### src/rtl/spi_adc_responder_if.sv
// Pin-level bundle between the scope's SPI master and the ADC stand-in,
// including the channel sample bus and the frame status pulses.
interface spi_adc_responder_if #(
  parameter int DATA_W = 12,
  parameter int ADDR_W = 3,
  parameter int NUM_CH = 8
);
  logic                     cs;
  logic                     sclk;
  logic                     din;
  logic [NUM_CH*DATA_W-1:0] ch_data;
  logic                     dout;
  logic                     dout_en;
  logic [ADDR_W-1:0]        ch_sel;
  logic                     frame_done;
  logic                     frame_err;

  modport master (
    output cs, sclk, din, ch_data,
    input  dout, dout_en, ch_sel, frame_done, frame_err
  );

  modport slave (
    input  cs, sclk, din, ch_data,
    output dout, dout_en, ch_sel, frame_done, frame_err
  );
endinterface

### src/rtl/spi_adc_responder.sv
// Emulates an 8-channel 12-bit serial ADC: oversampled SPI pins, address in frame N picks data for N+1.
// Pin edges are acted on SYNC_STAGES+1 clk cycles after they occur; no backpressure, sclk must be <= clk/8.
module spi_adc_responder #(
  parameter int DATA_W      = 12,
  parameter int ADDR_W      = 3,
  parameter int NUM_CH      = 8,
  parameter int FRAME_BITS  = 16,
  parameter int SYNC_STAGES = 2
) (
  input logic              clk,
  input logic              rst_n,
  spi_adc_responder_if.slave bus
);
  localparam int CNT_W = $clog2(FRAME_BITS + 1);
  localparam logic [CNT_W-1:0] LAST_RISE  = CNT_W'(FRAME_BITS);
  localparam logic [CNT_W-1:0] ADDR_FIRST = CNT_W'(3);
  localparam logic [CNT_W-1:0] ADDR_LAST  = CNT_W'(3 + ADDR_W - 1);
  localparam logic [CNT_W-1:0] LEAD_ZEROS = CNT_W'(FRAME_BITS - DATA_W - 1);

  typedef enum logic [1:0] {IDLE, ACTIVE, TAIL} state_t;

  state_t                   state;
  logic [SYNC_STAGES-1:0]   cs_sync, sclk_sync, din_sync, flush;
  logic                     cs_prev, sclk_prev, armed;
  logic                     cs_s, sclk_s, din_s;
  logic                     cs_fall, cs_rise, sclk_rise, sclk_fall;
  logic [CNT_W-1:0]         rise_cnt, fall_cnt, rise_next, fall_next;
  logic [DATA_W-1:0]        shift_reg;
  logic [ADDR_W-1:0]        addr_tmp, ch_sel;
  logic [NUM_CH*DATA_W-1:0] ch_flat;
  logic                     dout, dout_en, frame_done, frame_err;

  // cs/sclk synchronisers idle high so a reset never fakes an edge on them
  always_ff @(posedge clk or negedge rst_n) begin
    if (!rst_n) begin
      cs_sync   <= '1;
      sclk_sync <= '1;
      din_sync  <= '0;
      flush     <= '0;
      cs_prev   <= 1'b1;
      sclk_prev <= 1'b1;
    end else begin
      cs_sync   <= {cs_sync[SYNC_STAGES-2:0], bus.cs};
      sclk_sync <= {sclk_sync[SYNC_STAGES-2:0], bus.sclk};
      din_sync  <= {din_sync[SYNC_STAGES-2:0], bus.din};
      flush     <= {flush[SYNC_STAGES-2:0], 1'b1};
      cs_prev   <= cs_s;
      sclk_prev <= sclk_s;
    end
  end

  assign cs_s      = cs_sync[SYNC_STAGES-1];
  assign sclk_s    = sclk_sync[SYNC_STAGES-1];
  assign din_s     = din_sync[SYNC_STAGES-1];
  assign cs_fall   = cs_prev & ~cs_s;
  assign cs_rise   = ~cs_prev & cs_s;
  assign sclk_rise = ~sclk_prev & sclk_s;
  assign sclk_fall = sclk_prev & ~sclk_s;
  assign rise_next = rise_cnt + 1'b1;
  assign fall_next = fall_cnt + 1'b1;
  assign ch_flat   = bus.ch_data;

  always_ff @(posedge clk or negedge rst_n) begin
    if (!rst_n) begin
      state      <= IDLE;
      armed      <= 1'b0;
      dout       <= 1'b0;
      dout_en    <= 1'b0;
      ch_sel     <= '0;
      frame_done <= 1'b0;
      frame_err  <= 1'b0;
      shift_reg  <= '0;
      addr_tmp   <= '0;
      rise_cnt   <= '0;
      fall_cnt   <= '0;
    end else begin
      frame_done <= 1'b0;
      frame_err  <= 1'b0;
      // A frame already low when reset lifts is skipped: wait for real cs high first
      if (flush[SYNC_STAGES-1] && cs_s)
        armed <= 1'b1;

      case (state)
        IDLE: begin
          dout    <= 1'b0;
          dout_en <= 1'b0;
          if (armed && cs_fall) begin
            shift_reg <= ch_flat[int'(ch_sel)*DATA_W +: DATA_W];
            dout_en   <= 1'b1;
            rise_cnt  <= '0;
            fall_cnt  <= '0;
            state     <= ACTIVE;
          end
        end

        ACTIVE: begin
          if (sclk_rise && rise_next == LAST_RISE) begin
            rise_cnt   <= rise_next;
            ch_sel     <= addr_tmp;
            frame_done <= 1'b1;
            if (cs_rise) begin
              dout    <= 1'b0;
              dout_en <= 1'b0;
              state   <= IDLE;
            end else begin
              state <= TAIL;
            end
          end else if (cs_rise) begin
            frame_err <= 1'b1;
            dout      <= 1'b0;
            dout_en   <= 1'b0;
            state     <= IDLE;
          end else if (sclk_rise) begin
            rise_cnt <= rise_next;
            if (rise_next >= ADDR_FIRST && rise_next <= ADDR_LAST)
              addr_tmp <= {addr_tmp[ADDR_W-2:0], din_s};
          end else if (sclk_fall && rise_cnt != '0) begin
            // the idle-high lead-in fall before rise 1 is not a data edge
            fall_cnt <= fall_next;
            if (fall_next <= LEAD_ZEROS) begin
              dout <= 1'b0;
            end else begin
              dout      <= shift_reg[DATA_W-1];
              shift_reg <= {shift_reg[DATA_W-2:0], 1'b0};
            end
          end
        end

        TAIL: begin
          dout <= 1'b0;
          if (cs_s) begin
            dout_en <= 1'b0;
            state   <= IDLE;
          end
        end

        default: state <= IDLE;
      endcase
    end
  end

  assign bus.dout       = dout;
  assign bus.dout_en    = dout_en;
  assign bus.ch_sel     = ch_sel;
  assign bus.frame_done = frame_done;
  assign bus.frame_err  = frame_err;
endmodule
### src/flat_wrapper.sv
// flat-port wrapper written by rule: the top's interface ports become plain ports
module spi_adc_responder_flat 
#(
  parameter int DATA_W      = 12,
  parameter int ADDR_W      = 3,
  parameter int NUM_CH      = 8,
  parameter int FRAME_BITS  = 16,
  parameter int SYNC_STAGES = 2
)
  (clk, rst_n, bus_cs, bus_sclk, bus_din, bus_ch_data, bus_dout, bus_dout_en, bus_ch_sel, bus_frame_done, bus_frame_err);
  spi_adc_responder_if #(.DATA_W(DATA_W), .ADDR_W(ADDR_W), .NUM_CH(NUM_CH)) bus_i ();
  input logic clk;
  input logic rst_n;
  input wire logic [$bits(bus_i.cs)-1:0] bus_cs;
  input wire logic [$bits(bus_i.sclk)-1:0] bus_sclk;
  input wire logic [$bits(bus_i.din)-1:0] bus_din;
  input wire logic [$bits(bus_i.ch_data)-1:0] bus_ch_data;
  output wire logic [$bits(bus_i.dout)-1:0] bus_dout;
  output wire logic [$bits(bus_i.dout_en)-1:0] bus_dout_en;
  output wire logic [$bits(bus_i.ch_sel)-1:0] bus_ch_sel;
  output wire logic [$bits(bus_i.frame_done)-1:0] bus_frame_done;
  output wire logic [$bits(bus_i.frame_err)-1:0] bus_frame_err;
  assign bus_i.cs = bus_cs;
  assign bus_i.sclk = bus_sclk;
  assign bus_i.din = bus_din;
  assign bus_i.ch_data = bus_ch_data;
  assign bus_dout = bus_i.dout;
  assign bus_dout_en = bus_i.dout_en;
  assign bus_ch_sel = bus_i.ch_sel;
  assign bus_frame_done = bus_i.frame_done;
  assign bus_frame_err = bus_i.frame_err;
  spi_adc_responder #(.DATA_W(DATA_W), .ADDR_W(ADDR_W), .NUM_CH(NUM_CH), .FRAME_BITS(FRAME_BITS), .SYNC_STAGES(SYNC_STAGES)) u_core (.clk(clk), .rst_n(rst_n), .bus(bus_i));
endmodule
### config.mk
export PLATFORM = sky130hd
export DESIGN_NAME = spi_adc_responder_flat
export DESIGN_NICKNAME = d
export VERILOG_FILES = /design/src/rtl/spi_adc_responder_if.sv /design/src/rtl/spi_adc_responder.sv /design/src/flat_wrapper.sv
export SDC_FILE = /design/constraint.sdc
export NUM_CORES = 1
export LEC_CHECK = 0
export CAP_MARGIN = 10
export CORE_MARGIN = 1
export CORE_UTILIZATION = 49
export CTS_CLUSTER_SIZE = 40
export DETAILED_ROUTE_END_ITERATION = 10
export PLACE_DENSITY = 0.95
export REMOVE_ABC_BUFFERS = 1
export SETUP_SLACK_MARGIN = 0.05
export SLEW_MARGIN = 20
export SYNTH_ARGS = -nofsm -noshare
export SYNTH_HDL_FRONTEND = slang
export SYNTH_SLANG_ARGS = --single-unit
export TNS_END_PERCENT = 1
### constraint.sdc
create_clock -name clk -period 3.8 [get_ports clk]
set_input_delay 0.38 -clock clk [delete_from_list [all_inputs] [get_ports clk]]
set_output_delay 0.38 -clock clk [all_outputs]
set_load 0.1 [all_outputs]
# ---- Word-level counts from Yosys, hierarchy flattened
# Index checks and enable logic that the tools add are counted.
dict set report word_totals {
  output_inout_bits 7
  word_cells 108
  register_bits 45
}
dict set report op_classes {
  shifts 1
  mux 38
  n_addsub 2
  n_reduce_logical 19
  n_bitwise 10
  n_mul 1
  order_cmp 3
  eq_ne 17
}
# op n
set op_table {}
lappend op_table {{$shiftx A96 B32 Y12} 1}
lappend op_table {{$mux W12} 6}
lappend op_table {{$mux W5} 8}
lappend op_table {{$pmux W12 S2} 1}
lappend op_table {{$pmux W5 S2} 2}
lappend op_table {{$mux W1} 13}
lappend op_table {{$add A5 B1 Y5 const B} 2}
lappend op_table {{$mux W2} 5}
lappend op_table {{$ne A3 B1 Y1 const B} 3}
lappend op_table {{$ne A2 B1 Y1 const B} 4}
lappend op_table {{$ne A2 B2 Y1 const B} 4}
lappend op_table {{$reduce_and A4 Y1} 2}
lappend op_table {{$reduce_and A7 Y1} 1}
lappend op_table {{$ne A3 B2 Y1 const B} 2}
lappend op_table {{$not A1 Y1} 6}
lappend op_table {{$pmux W2 S3} 1}
lappend op_table {{$reduce_and A3 Y1} 2}
lappend op_table {{$reduce_and A6 Y1} 1}
lappend op_table {{$eq A5 B5 Y1 const B} 1}
lappend op_table {{$ge A5 B2 Y1 const B} 1}
lappend op_table {{$le A5 B2 Y1 const B} 1}
lappend op_table {{$le A5 B3 Y1 const B} 1}
lappend op_table {{$logic_and A1 B1 Y1} 5}
lappend op_table {{$mul A3 B2 Y5 const B} 1}
lappend op_table {{13 further kinds} 17}

# ---- Longest topological paths before layout
# Gate-level depths: netlist (run 1).
dict set report depth {
  word_depth 8
  depth_mapped 8
}

# ---- Worst setup path before layout (run 1)
# Ideal clock, no wire load.
dict set report synth_timing {
  kind {reg-to-reg}
  startpoint {register u_core.ch_sel[0] (netlist: u_core.bus.ch_sel[0])}
  endpoint {register u_core.shift_reg[11]}
  path_stages_with_launch 7
  slack_ps 1395
  t_required_ps 3675
  arrival_ps 2280
  path_cell_list {dfrtp_1 > buf_6 > buf_6 > mux4_2 > mux2i_1 > o21ai_0 > mux2_4}
}
dict set report synth_between {
  elab_chain_len 4
}
# item line_no
set synth_lines {}
lappend synth_lines {{start: declaration} spi_adc_responder.sv:29} ;# logic [ADDR_W-1:0] addr_tmp, ch_sel;
lappend synth_lines {{start signal: assignment} spi_adc_responder.sv:99} ;# ch_sel <= addr_tmp;
lappend synth_lines {{$mul A3 B2 Y5} spi_adc_responder.sv:88} ;# shift_reg <= ch_flat[int'(ch_sel)*DATA_W +: DATA_W];
lappend synth_lines {{$shiftx A96 B32 Y12} spi_adc_responder.sv:88}
lappend synth_lines {{$mux W12} spi_adc_responder.sv:87} ;# if (armed && cs_fall) begin
lappend synth_lines {{$pmux W12 S2} spi_adc_responder.sv:83} ;# case (state)
lappend synth_lines {{end signal: assignment} spi_adc_responder.sv:88}
lappend synth_lines {{end signal: assignment} spi_adc_responder.sv:124} ;# shift_reg <= {shift_reg[DATA_W-2:0], 1'b0};
lappend synth_lines {{end: declaration} spi_adc_responder.sv:28} ;# logic [DATA_W-1:0] shift_reg;
# Every way passes these cells. The select of a mux whose other input is x is not followed.
# A chain may end at the register's enable or synchronous reset.

# ---- Final worst setup path (run 1)
dict set report layout_timing {
  startpoint {register u_core.ch_sel[1] (netlist: u_core.bus.ch_sel[1])}
  endpoint {output bus_ch_sel[1]}
}
# item line_no
set layout_rtl {}
lappend layout_rtl {{end: declaration} flat_wrapper.sv:20} ;# output wire logic [$bits(bus_i.ch_sel)-1:0] bus_ch_sel;
# No word-level cell between the ends.

==> results of run 1 <==
layout make-up:
cell class              instances  area, µm²
inverters                       9       33.8
repair buffers                110       1080
multi-input cells             183       1760
well taps                      75       93.8
clock buffers                   6       72.6
flip-flops and latches         45       1130
fillers                       405       1730
clock inverters                 2       10.0
through the flow:
step	cells	util (%)	power [µW]
after floorplan	237	-	1370
after global placement	422	69.3	1610
after detailed placement	422	69.3	1670
after CTS	430	70.7	1960
after global routing	430	70.7	2080
final	430	70.7	1960
where the power goes:
| group | total, µW | switching [µW] | internal [µW] |
|---|---|---|---|
| Clock | 283 | 155 | 128 |
| Combinational | 928 | 461 | 467 |
| Sequential | 746 | 129 | 617 |
layout by cell type (no fill, tap or decap), types with 3 or more instances in the layout:
cell type,n
clkdlybuf4s50_1,104
dfrtp_1,39
nand2_1,24
mux4_2,24
mux2i_1,14
o21ai_0,14
nor2_1,10
ha_1,10
mux2_4,9
inv_1,8
mux2_1,7
o21ai_1,6
dfstp_2,6
clkbuf_8,5
buf_4,5
nand2b_1,4
nand3_1,4
nor2b_1,4
o221ai_1,4
nand4_1,3
nand3b_1,3
nor3_1,3
a21o_1,3
a21oi_1,3
mux2_2,3
cells by family (layout without fill, tap and decap cells):
family | after synthesis | in the layout | share of synthesized area (%)
other | 1 | 1 | 0.124
adders and majority gates | 10 | 10 | 4.14
buffers and inverters | 23 | 127 | 4.34
muxes | 57 | 57 | 30.7
DFF | 45 | 45 | 37.5
xor gates and xnor gates | 4 | 4 | 1.16
AOI/OAI and AO/OA | 46 | 46 | 11.0
and+or+nand+nor | 65 | 65 | 11.1
worst paths after layout:
path	cells after the start	end	from	slack, ps
max	1	bus_ch_sel[1]	u_core.bus.ch_sel[1]	1010
min	1	u_core.fall_cnt[4]	rst_n	230
max in group asynchronous	1	u_core.rise_cnt[0]	rst_n	2980
min in group clk	0	u_core.sclk_sync[1]	u_core.sclk_sync[0]	360
max reg2reg	8	u_core.shift_reg[11]	u_core.state[1]	1460
min reg2reg	0	u_core.sclk_sync[1]	u_core.sclk_sync[0]	360
layer usage:
metal	GRT usage, %	vias to the layer above
li1	-	1149
met1	31.6	1223
met2	38.1	68
met3	2.73	11
met4	7.32	0
met5	0	-
==> impl_metrics.csv, run 1 <==
group,metric,value,unit
run_status,outcome,"finished, final reports clean",
placement,post-place-ws,1330,ps
clock_network,cts_made_buffers,5,
drt,ant_nets,0,
final_layout,fin_area,0.00419,mm²
timing,tns,0,ps
timing,fmax,0.359,GHz
final_layout,n_antenna_cell,0,
floorplanning,io_pins,108,
clock_network,cts_max_level,2,
global_route,grtUsageTotal,23.1,%
clock_network,ctsHoldBuffers,0,
placement,dpl_cell_area,0.00411,mm²
timing,finalHoldViolCount,0,
synth,synthDistinctLibCells,52,
timing,period_needed,2790,ps
synth,async_flop_share,100,%
floorplanning,dieArea,0.00649,mm²
worst_setup_path,critPathKind,"flip-flop to output port",
synth,yosysTopAreaCellShare,32.3,%
clock_network,clkTransAtPathRegs,80,ps
synth,netlist_area,0.00303,mm²
final_layout,largest_reg_flops,12,
drt,wirelength_met1,3120,µm
synth,yosys.area.top_type,"dfrtp_1",
global_route,grt_max_degree,46,
timing,tightestPinTransition,1050,ps
pwr,peakVddDrop,0.000294,V
clock_network,cts_root_buffer,"clkbuf_8",
worst_setup_path,arrival,2410,ps
synth,synthTopCellsByCount,"dfrtp_1 (39), mux4_2 (24), nand2_1 (24)",
timing,hold_ws,232,ps
synth,synth.most_common_cell,"dfrtp_1",
drt,wl_met2,3900,µm
worst_setup_path,critPathCaptureType,"output port",
drt,dr_wl_met3,278,µm
final_layout,syn2layout_area_growth,38.4,%
drt,drc,0,
drt,first_pass_iters,4,
drt,first_iter_violations,143,
placement,port_buffers,107,
drt,dr.max_layer_used,"met4",
timing,maxSlewHeadroom,29.9,%
timing,rsz0062_at_grt,"false",
synth,synth_edf_count,0,
global_route,grt_pass1_wl,11300,µm
floorplanning,die_x,80.6,µm
synth,ys.warnings.count,0,
floorplanning,initial_utilization,51.1,%
global_route,antenna_found_initial,0,
timing,drv_slew,0,
hold_path,hold_path_class,"input pin to async pin",
worst_setup_path,crit_family,"buffers and inverters",
pwr,power_leakage,0.00168,µW
synth,ys_ff_latch,45,
worst_setup_path,crit_fanout,15,
floorplanning,die_h,80.6,µm
placement,finalWeightedCongestion,0.845,
timing,fin_ws,1010,ps
synth,ys.flop_type,"dfrtp_1",
placement,hpwl,5750,µm
worst_setup_path,max_stage_delay,1270,ps
floorplanning,rows,28,
drt,vias_per_cell,5.70,
pwr,power.density,467,mW/mm²
final_layout,drive_gt1_share,18.6,%
worst_setup_path,critPathLaunchType,"flip-flop",
timing,finalSetupViolCount,0,
flow_run,cap_violations,0,
worst_setup_path,crit_chain,"clkdlybuf4s50_1",
final_layout,nets,465,
timing,final.period_utilization,73.3,%
synth,synth_area_per_cell,12.1,µm²
clock_network,cts-resized-gates,0,
drt,drt-total-wl,7380,µm
drt,vias,2451,
clock_network,clock_latency,300,ps
clock_network,clock_path_buffers,2,
synth,synth_area_leaders,"dfrtp_1 (32%), mux4_2 (18%), dfstp_2 (5.2%), mux2i_1 (4.6%), mux2_4 (4.5%)",
clock_network,cts_tree,"yes",
global_route,grt_overflow_total,0,
clock_network,cts_setup_buffers,0,
drt,drt-wirelength-per-cell,17.2,µm
synth,yosysSeqAreaShare,37.5,%
synth,synthCells,251,
worst_setup_path,cp_num_buf_inv,1,
worst_setup_path,cpMaxStageDelayCell,"clkdlybuf4s50_1",
global_route,grt_pass1_vias,2395,
floorplanning,core,0.00592,mm²
timing,finClkSkew,7.06,ps
clock_network,cts.sinks,45,
worst_setup_path,cp.required,3420,ps
Note: power is estimated with default switching activity, not from simulation.
==> inputs of run 2 (changes only) <==
CORE_UTILIZATION = 41   (was 49)
PLACE_DENSITY = 0.89   (was 0.95)
clock period = 2.39 ns   (was 3.8 ns; I/O delays follow)
==> run 2 against run 1 <==
Compared with the run above: first-iteration DRC count rose by 29%; sequential power rose by 60%; cell count grew 5.3%; global-route usage fell by 3.0 points; design area is 2.0% higher; via count decreased by 1.1%.
==> impl_metrics.csv, run 2 (synthesized netlist as in run 1, its figures left out) <==
group,metric,value,unit
worst_setup_path,r2r_cells,7,
drt,drt-total-wl,7670,µm
final_layout,utilization,61.5,%
global_route,grt_pass1_wl,11800,µm
timing,finalHoldViolCount,0,
worst_setup_path,cp.required,2570,ps
floorplanning,die_x,87.9,µm
floorplanning,dieArea,0.00773,mm²
run_status,outcome,"finished, final reports clean",
clock_network,clkTransAtPathRegs,80,ps
final_layout,layout_common_cells,"clkdlybuf4s50_1 (99), dfrtp_1 (39), nand2_1 (24), mux4_2 (24)",
clock_network,cts_max_level,2,
drt,drc,0,
global_route,grtUsageTotal,20.0,%
timing,finalSetupViolCount,0,
drt,first_iter_violations,185,
clock_network,clock_latency,300,ps
final_layout,drive_gt1_share,20.2,%
floorplanning,die_h,87.9,µm
worst_setup_path,critPathKind,"flip-flop to flip-flop",
final_layout,multi_input_comb_area,0.00176,mm²
worst_setup_path,rr_endpoint,"u_core.shift_reg[9]",
drt,ant_nets,0,
timing,tightestPinTransition,964,ps
drt,drt-wirelength-per-cell,16.9,µm
pwr,peakVddDrop,0.000593,V
clock_network,cts_made_buffers,5,
floorplanning,core,0.00694,mm²
worst_setup_path,critPathCaptureType,"flip-flop",
global_route,grt_overflow_total,0,
worst_setup_path,rrSetupSlack,200,ps
timing,maxSlewHeadroom,35.7,%
worst_setup_path,crit_fanout,12,
clock_network,cts.sinks,45,
placement,post-place-ws,169,ps
drt,first_pass_iters,6,
drt,vias_per_cell,5.35,
final_layout,n_antenna_cell,0,
pwr,power.density,732,mW/mm²
clock_network,cts_root_buffer,"clkbuf_8",
timing,fin_ws,196,ps
pwr,power,3130,µW
placement,hpwl,6320,µm
final_layout,largest_reg_flops,12,
timing,hold_ws,91.3,ps
final_layout,syn2layout_area_growth,41.2,%
timing,fmax,0.456,GHz
placement,finalWeightedCongestion,0.882,
hold_path,hold_path_class,"input pin to async pin",
final_layout,nets,467,
timing,drv_slew,0,
global_route,grt_max_degree,46,
flow_run,cap_violations,0,
clock_network,clock_path_buffers,2,
global_route,grt_pass1_vias,2537,
placement,port_buffers,107,
global_route,antenna_found_initial,0,
worst_setup_path,critPathLaunchType,"flip-flop",
final_layout,fillers,542,
timing,tns,0,ps
timing,rsz0062_at_grt,"false",
final_layout,final_common_cell,"clkdlybuf4s50_1",
floorplanning,rows,30,
final_layout,layout.area.seq,0.00113,mm²
floorplanning,io_pins,108,
floorplanning,initial_utilization,43.6,%
timing,final.period_utilization,91.8,%
worst_setup_path,arrival,2380,ps
clock_network,cts_tree,"yes",
timing,period_needed,2190,ps
pwr,power_leakage,0.00171,µW
drt,vias,2425,
timing,finClkSkew,11.0,ps
worst_setup_path,r2r_start,"u_core.fall_cnt[0]",
run 2: how the worst max path moves through the flow:
stage                         startpoint                    to  slack (ps)  cells past startpoint
finish                u_core.fall_cnt[0]   u_core.shift_reg[9]         200                      7
global route             u_core.state[1]    u_core.fall_cnt[3]          90                      7
CTS                   u_core.fall_cnt[0]   u_core.shift_reg[9]         150                      7
detailed placement    u_core.fall_cnt[0]   u_core.shift_reg[9]         170                      7
global placement      u_core.rise_cnt[0]   u_core.shift_reg[8]         270                      7
floorplan           u_core.bus.ch_sel[0]  u_core.shift_reg[10]        -600                      4
run 2: repair_timing:
action	CTS	global route
hold buffers	0	0
resized for setup	0	1
buffers inserted	0	0
endpoints found under the setup margin	0	5
run 2: where the power goes:
group	switching (µW)	internal, µW	leakage [µW]
clock	246	207	0.0000385
combinational	737	747	0.00112
sequential	207	982	0.000547
total	1190	1940	0.00171
run 2: layout make-up:
cell class	count	share of cell area, %
Multi-Input combinational cell	183	41.2
Clock inverter	1	0.176
Tap cell	96	2.81
Inverter	9	0.791
Clock buffer	7	1.79
Timing Repair Buffer	112	26.7
Sequential cell	45	26.5
run 2: worst max-delay path: stages (launching register included):
cell and delay [ps]:
dfrtp_1 440, ha_1 270, xor2_1 180, nor2_1 140
a22oi_1 140, o311ai_2 310, buf_6 230, mux2_2 360
run 2: stage by stage:
stage | std cells | area (µm²)
detailed placement | 445 | 4180
global route | 453 | 4270
floorplan | 237 | 2930
global placement | 445 | 4180
CTS | 453 | 4270
finish | 453 | 4270
run 2: per-layer routing:
layer / wire length [µm] / GRT usage (%)
met1: 3110 / 25.8
met2: 4180 / 34.9
met3: 290 / 4.43
met4: 89 / 3.73
met5: 0 / 0
